===== src/rtl/fetch_unit.sv =====
// Instruction fetch stage: issues one memory read per instruction, holds the
// returned word until the downstream stage retires it, and traps on timeout or misaligned PC.
module fetch_unit #(
    parameter logic [31:0] RESET_PC = 32'h0000_0000,
    parameter int          TIMEOUT  = 15
) (
    input  logic        clk,
    input  logic        rst,
    input  logic [31:0] next_pc,
    output logic        imem_req,
    output logic [31:0] imem_addr,
    input  logic        imem_rvalid,
    input  logic [31:0] imem_rdata,
    output logic [31:0] pc,
    output logic [31:0] instr,
    output logic        instr_valid,
    input  logic        instr_ready,
    output logic        fetch_err,
    output logic [1:0]  err_cause,
    output logic [31:0] retired
);

    typedef enum logic [1:0] {
        FETCH = 2'd0,
        WAIT  = 2'd1,
        HOLD  = 2'd2,
        ERROR = 2'd3
    } state_t;

    localparam logic [7:0] WAIT_LAST = 8'(TIMEOUT - 1);

    state_t     state;
    logic [7:0] wait_cnt;

    // The request is gated by rst so it never shows while reset is held,
    // yet appears in the very first cycle after rst drops.
    assign imem_req  = (state == FETCH) && !rst;
    assign imem_addr = pc;

    always_ff @(posedge clk) begin
        if (rst) begin
            state       <= FETCH;
            pc          <= RESET_PC;
            instr       <= 32'h0;
            instr_valid <= 1'b0;
            fetch_err   <= 1'b0;
            err_cause   <= 2'b00;
            retired     <= 32'h0;
            wait_cnt    <= 8'h0;
        end else begin
            case (state)
                FETCH: begin
                    wait_cnt <= 8'h0;
                    state    <= WAIT;
                end
                WAIT: begin
                    // A response in the last allowed cycle wins over the timeout.
                    if (imem_rvalid) begin
                        instr       <= imem_rdata;
                        instr_valid <= 1'b1;
                        state       <= HOLD;
                    end else begin
                        wait_cnt <= wait_cnt + 8'h1;
                        if (wait_cnt == WAIT_LAST) begin
                            state     <= ERROR;
                            fetch_err <= 1'b1;
                            err_cause <= 2'b01;
                        end
                    end
                end
                HOLD: begin
                    if (instr_ready) begin
                        pc          <= next_pc;
                        retired     <= retired + 32'h1;
                        instr_valid <= 1'b0;
                        // A misaligned target is still retired and kept in pc for debug.
                        if (next_pc[1:0] != 2'b00) begin
                            state     <= ERROR;
                            fetch_err <= 1'b1;
                            err_cause <= 2'b10;
                        end else begin
                            state <= FETCH;
                        end
                    end
                end
                ERROR: state <= ERROR;
                default: state <= FETCH;
            endcase
        end
    end

endmodule


===== config.mk =====
export PLATFORM = sky130hd
export DESIGN_NAME = fetch_unit
export DESIGN_NICKNAME = d
export VERILOG_FILES = /design/src/rtl/fetch_unit.sv
export SDC_FILE = /design/constraint.sdc
export NUM_CORES = 1
export LEC_CHECK = 0
export BUFFER_PORTS_ARGS = -buffer_cell sky130_fd_sc_hd__buf_2
export CORE_MARGIN = 2
export CORE_UTILIZATION = 25
export DETAILED_ROUTE_END_ITERATION = 16
export GPL_TIMING_DRIVEN = 0
export HOLD_SLACK_MARGIN = 0.15
export PLACE_DENSITY = 0.43
export RECOVER_POWER = 50
export SETUP_SLACK_MARGIN = 0.3
export SKIP_LAST_GASP = 1
export SLEW_MARGIN = 10
export SYNTH_ARGS = -nofsm -noshare
export SYNTH_HDL_FRONTEND = slang
export SYNTH_SLANG_ARGS = --single-unit

===== constraint.sdc =====
create_clock -name clk -period 4.1 [get_ports clk]
set_input_delay 0.82 -clock clk [delete_from_list [all_inputs] [get_ports clk]]
set_output_delay 0.82 -clock clk [all_outputs]
set_load 0.01 [all_outputs]

==> flow_summary.yaml, run 1 <==
grt:
  first_global_vias: 4425
  antenna_found_initial: 0
  grt_pass1_wl_um: 22600
  grt_overflow_total: 0
  grt_use_total: 0.142
  grt_max_degree: 18
power_and_ir_drop:
  peakVddDrop_v: 0.000191
  p_leak_uw: 0.00230
  finalPower_uw: 2210
  powerDensity_nw_per_um2: 360
layout:
  most-common-layout-cells: "149 x nand2_1, 139 x clkbuf_1, 110 x dfxtp_1, 95 x buf_2, 94 x a21oi_1"
  final_nets: 869
  fillers: 2070
  multiInputGateArea_um2: 2060
  syn_to_final_growth_pct: 31.2
  fin_area_um2: 6140
  register_area_um2: 2200
  layout_commonest_cell: "nand2_1"
  insertedDiodeCount: 0
  drive_gt1_frac: 0.193
die:
  start_util: 0.253
  ioPinCount: 201
  core_area_um2: 18500
  die-area_um2: 19800
  die_x_um: 141
  rows: 50
  die_h_um: 141
run:
  cap_violations: 0
outcome:
  status: "finished clean"
cts:
  htree_num_levels: 3
  clkTransAtPathRegs_ns: 0.07
  cts_resized: 0
  tritoncts: "built"
  clockBufferDepth: 2
  clk_latency_ns: 0.35
  cts-root-buf: "clkbuf_16"
  cts_buffers: 9
  cts_setup_buffers: 0
  cts.sinks: 110
  holdBufCountCts: 0
synth:
  synth_nets: 658
  avgSynthCellArea_um2: 7.97
  ys_async_sr_fraction: 0
  yosysSeqAreaShare: 0.471
  synth_edf_count: 0
  synth_area_um2: 4680
  ys.warnings.count: 0
  synth.top_cell.area_share: 0.471
  ys_top_cells_by_area: "dfxtp_1 47%, nand2_1 12%, a21oi_1 10%"
  synth_cells: 587
  ys_ff_latch: 110
  synth.distinct_cells: 40
  synth_flop_cell: "dfxtp_1"
  synth_top_area_cell: "dfxtp_1"
timing:
  worst_pin_slew_ns: 0.611
  max_freq_ghz: 0.376
  maxSlewViolCount: 0
  fin_crit_sh: 0.649
  post-route-min-period_ns: 2.66
  setup-violations-final: 0
  final.setup.tns_ns: 0
  clock_skew_ns: 0.00751
  slew-limit-headroom: 0.593
  finalHoldViolCount: 0
  rsz0062_at_grt: "false"
  setup_slack_ns: 1.44
setup_path:
  slowest_stage: "clkbuf_1"
  arrival_ns: 1.84
  slowest_delay_ns: 0.48
  critPathMaxFanout: 10
  path_cells: "clkbuf_1 -> clkbuf_1 -> nor3_1 -> buf_2"
  worstSetupEndpointType: "output pin"
  crit_type: "in2out"
  cp_common_cell: "clkbuf_1"
  r2r_cells: 5
  startpoint_type: "primary input"
  cp.required_ns: 3.28
place:
  gp_congestion: 0.787
  io_buffers: 200
  placed_cell_area_um2: 5970
  place_ws_ns: 1.38
  dp_hpwl_um: 11000
drt:
  wl_per_cell_um: 13.9
  vias: 4711
  routed_wl_um: 14400
  drtAntennaViolNets: 0
  route.detailed.drc: 0
  routed_via_density: 4.54
  initialDrtViolationCount: 155
  drt_first_pass_iters: 4
hold_path:
  hold_path.class: "reg2reg"
  whs_path_depth: 2
-- worst max-delay path: cells and delay by family --
| family | cells | cell delay [ns] |
|---|---|---|
| buffers and inverters | 3 | 0.89 |
| AND/OR/NAND/NOR | 1 | 0.13 |
-- power by group --
| group | leakage, uW | switching, uW | internal [uW] |
|---|---|---|---|
| Sequential | 0.000891 | 18.5 | 1100 |
| Clock | 0.000150 | 406 | 493 |
| Combinational | 0.00126 | 118 | 77.9 |
-- sequential cells by signal (all words and copies together) (netlist names) --
register     flops
instr_valid      1
wait_cnt         8
state            2
retired         32
instr           32
imem_addr       32
fetch_err        1
err_cause        2
-- per-stage QoR --
| step | hold WS, ns | cells | utilization |
|---|---|---|---|
| global placement | 0.440 | 1021 | 0.323 |
| CTS | 0.449 | 1037 | 0.339 |
| global route | 0.480 | 1037 | 0.332 |
| finish | 0.449 | 1037 | 0.332 |
| floorplan | 0.462 | 587 | - |
| detailed placement | 0.437 | 1021 | 0.323 |
-- cell type report --
| class | instances | share of cell area |
|---|---|---|
| Tap cell | 234 | 0.0477 |
| Multi-Input combinational cell | 400 | 0.336 |
| Sequential cell | 110 | 0.359 |
| Clock inverter | 5 | 0.00937 |
| Clock buffer | 11 | 0.0395 |
| Inverter | 9 | 0.00550 |
| Timing Repair Buffer | 200 | 0.141 |
| Buffer | 68 | 0.0624 |
-- path summary, 6_finish.rpt --
path                                               from                       end  slack (ns)
worst min register to register   fetch_err$_SDFFE_PP0P_    fetch_err$_SDFFE_PP0P_        0.45
worst min-delay path             fetch_err$_SDFFE_PP0P_    fetch_err$_SDFFE_PP0P_        0.45
worst max register to register  retired[0]$_SDFFE_PP0P_  retired[28]$_SDFFE_PP0P_        1.86
worst max-delay path                                rst                  imem_req        1.44
-- cell usage after synthesis (all sizes together) (2+ instances only) --
cell / instances
mux2: 6
a21oi: 94
nor4: 2
or4: 13
nor2: 24
o21ai: 16
dfxtp: 110
and4: 7
o31ai: 11
nor3: 5
and4b: 2
and3: 3
nand4: 12
nand2: 149
clkbuf: 32
or2: 3
nand4b: 2
nand2b: 3
and2: 2
xnor2: 2
buf: 36
nand3: 14
ha: 3
nor2b: 2
inv: 9
or3: 8
xor2: 7
-- metal layers --
metal | vias up | routed length [um] | track usage
met4 | 0 | 209 | 0.0511
met2 | 158 | 6340 | 0.225
met5 | - | 0 | 0
met3 | 14 | 1080 | 0.0411
met1 | 2144 | 6750 | 0.184
li1 | 2395 | - | -
-- cell families (layout without fill, tap and decap cells) --
group / Yosys count / count (layout) / share of synthesized area
AOI/OAI and AO/OA: 127 / 127 / 0.146
adders and majority gates: 3 / 3 / 0.00802
xor gates and xnor gates: 9 / 9 / 0.0168
muxes: 6 / 6 / 0.0144
and+or+nand+nor: 255 / 255 / 0.255
DFF: 110 / 110 / 0.471
buffers and inverters: 77 / 293 / 0.0890
(Power assumes the default switching activity.)
==> inputs of run 2 (changes only) <==
==> constraint.sdc (replaced) <==
create_clock -name clk -period 2.6 [get_ports clk]
set_input_delay 0.52 -clock clk [delete_from_list [all_inputs] [get_ports clk]]
set_output_delay 0.52 -clock clk [all_outputs]
set_load 0.01 [all_outputs]
==> flow_summary.yaml, run 2 (synthesis gave the netlist of run 1 again) <==
timing:
  post-route-min-period_ns: 2.12
  worst_pin_slew_ns: 0.621
  final.setup.tns_ns: 0
  max_freq_ghz: 0.471
  clock_skew_ns: 0.00735
  slew-limit-headroom: 0.586
  maxSlewViolCount: 0
  fin_crit_sh: 0.816
  rsz0062_at_grt: "true"
  setup-violations-final: 0
  finalHoldViolCount: 0
place:
  dp_hpwl_um: 11000
  io_buffers: 200
  gp_congestion: 0.787
  placed_cell_area_um2: 5970
grt:
  first_global_vias: 4425
  grt_pass1_wl_um: 22600
  grt_overflow_total: 0
  antenna_found_initial: 0
  grt_max_degree: 18
  grt_use_total: 0.142
layout:
  final_nets: 869
  fin_area_um2: 6150
  layout_commonest_cell: "nand2_1"
  most-common-layout-cells: "149 x nand2_1, 135 x clkbuf_1, 110 x dfxtp_1, 96 x buf_2, 94 x a21oi_1"
  insertedDiodeCount: 0
  syn_to_final_growth_pct: 31.5
  drive_gt1_frac: 0.200
cts:
  cts_resized: 0
  clockBufferDepth: 2
  cts-root-buf: "clkbuf_16"
  cts_buffers: 9
  cts_setup_buffers: 0
  clkTransAtPathRegs_ns: 0.07
  clk_latency_ns: 0.35
  holdBufCountCts: 0
  tritoncts: "built"
  cts.sinks: 110
  htree_num_levels: 3
power_and_ir_drop:
  peakVddDrop_v: 0.000296
  powerDensity_nw_per_um2: 566
  p_leak_uw: 0.00231
  pwr-share-clk: 0.406
  p_seq_frac: 0.505
  comb_power_share: 0.089
  p_sw_frac: 0.245
  switching_power_uw: 852
  p_int_uw: 2630
  finalPower_uw: 3480
die:
  core_area_um2: 18500
  rows: 50
  die_h_um: 141
  die-area_um2: 19800
  start_util: 0.253
  ioPinCount: 201
  die_x_um: 141
hold_path:
  hold_path.class: "in2reg"
  min-delay-start: "imem_rdata[27]"
setup_path:
  cp.required_ns: 2.84
  crit_type: "reg2reg"
  worstSetupEndpointType: "flip-flop"
  r2r-start: "retired[4]$_SDFFE_PP0P_"
  critPathMaxFanout: 8
  arrival_ns: 2.37
  startpoint_type: "flip-flop"
  cp-startpoint: "retired[4]$_SDFFE_PP0P_"
drt:
  drt_first_pass_iters: 4
  routed_wl_um: 14400
  route.detailed.drc: 0
  wl_per_cell_um: 13.9
  initialDrtViolationCount: 144
  drtAntennaViolNets: 0
  routed_via_density: 4.54
  vias: 4712
outcome:
  status: "finished clean"
run:
  cap_violations: 0
-- run 2: worst paths after layout --
check / endpoint / slack [ns] / cells past startpoint
max: retired[28]$_SDFFE_PP0P_ / 0.48 / 5
min: instr[27]$_SDFFE_PP0P_ / 0.40 / 3
max reg2reg: retired[28]$_SDFFE_PP0P_ / 0.48 / 5
min reg2reg: fetch_err$_SDFFE_PP0P_ / 0.45 / 2
-- run 2: per-stage QoR --
stage	utilization	hold slack (ns)	std cells	worst slack (ns)
6_report	0.332	0.399	1037	0.479
3_3_place_gp	0.323	0.440	1021	0.220
5_1_grt	0.332	0.391	1037	0.284
3_5_place_dp	0.323	0.437	1021	0.182
2_1_floorplan	-	0.462	587	0.712
4_1_cts	0.339	0.381	1037	0.313
-- run 2: cell type report --
cell class                 count  area (um^2)
tap                          234          293
clock buffer                  11          243
clock inverter                 5         57.6
inverter                       9         33.8
buffer                        68          387
fill                        2071        12400
timing repair buffer         200          868
sequential                   110         2200
multi-input combinational    400         2070
-- run 2: routing by layer --
layer,part of all wire,global-route usage
met1,0.47,0.184
met2,0.45,0.225
met5,0,0
met4,0.010,0.0511
met3,0.075,0.0411
-- run 2: power groups by stage --
stage	clock (uW)	sequential (uW)	combinational [uW]
floorplan	0	1810	152
global placement	0	1790	324
detailed placement	0	1800	327
CTS	1490	1760	328
global route	1540	1760	351
finish	1410	1760	309
-- run 2: critical path, stage by stage, from the launching register on --
cell and delay, ns:
dfxtp_1 0.43, and4_1 0.21, clkbuf_1 0.25, nand4_1 0.38
nor4_2 0.37, mux2_2 0.37
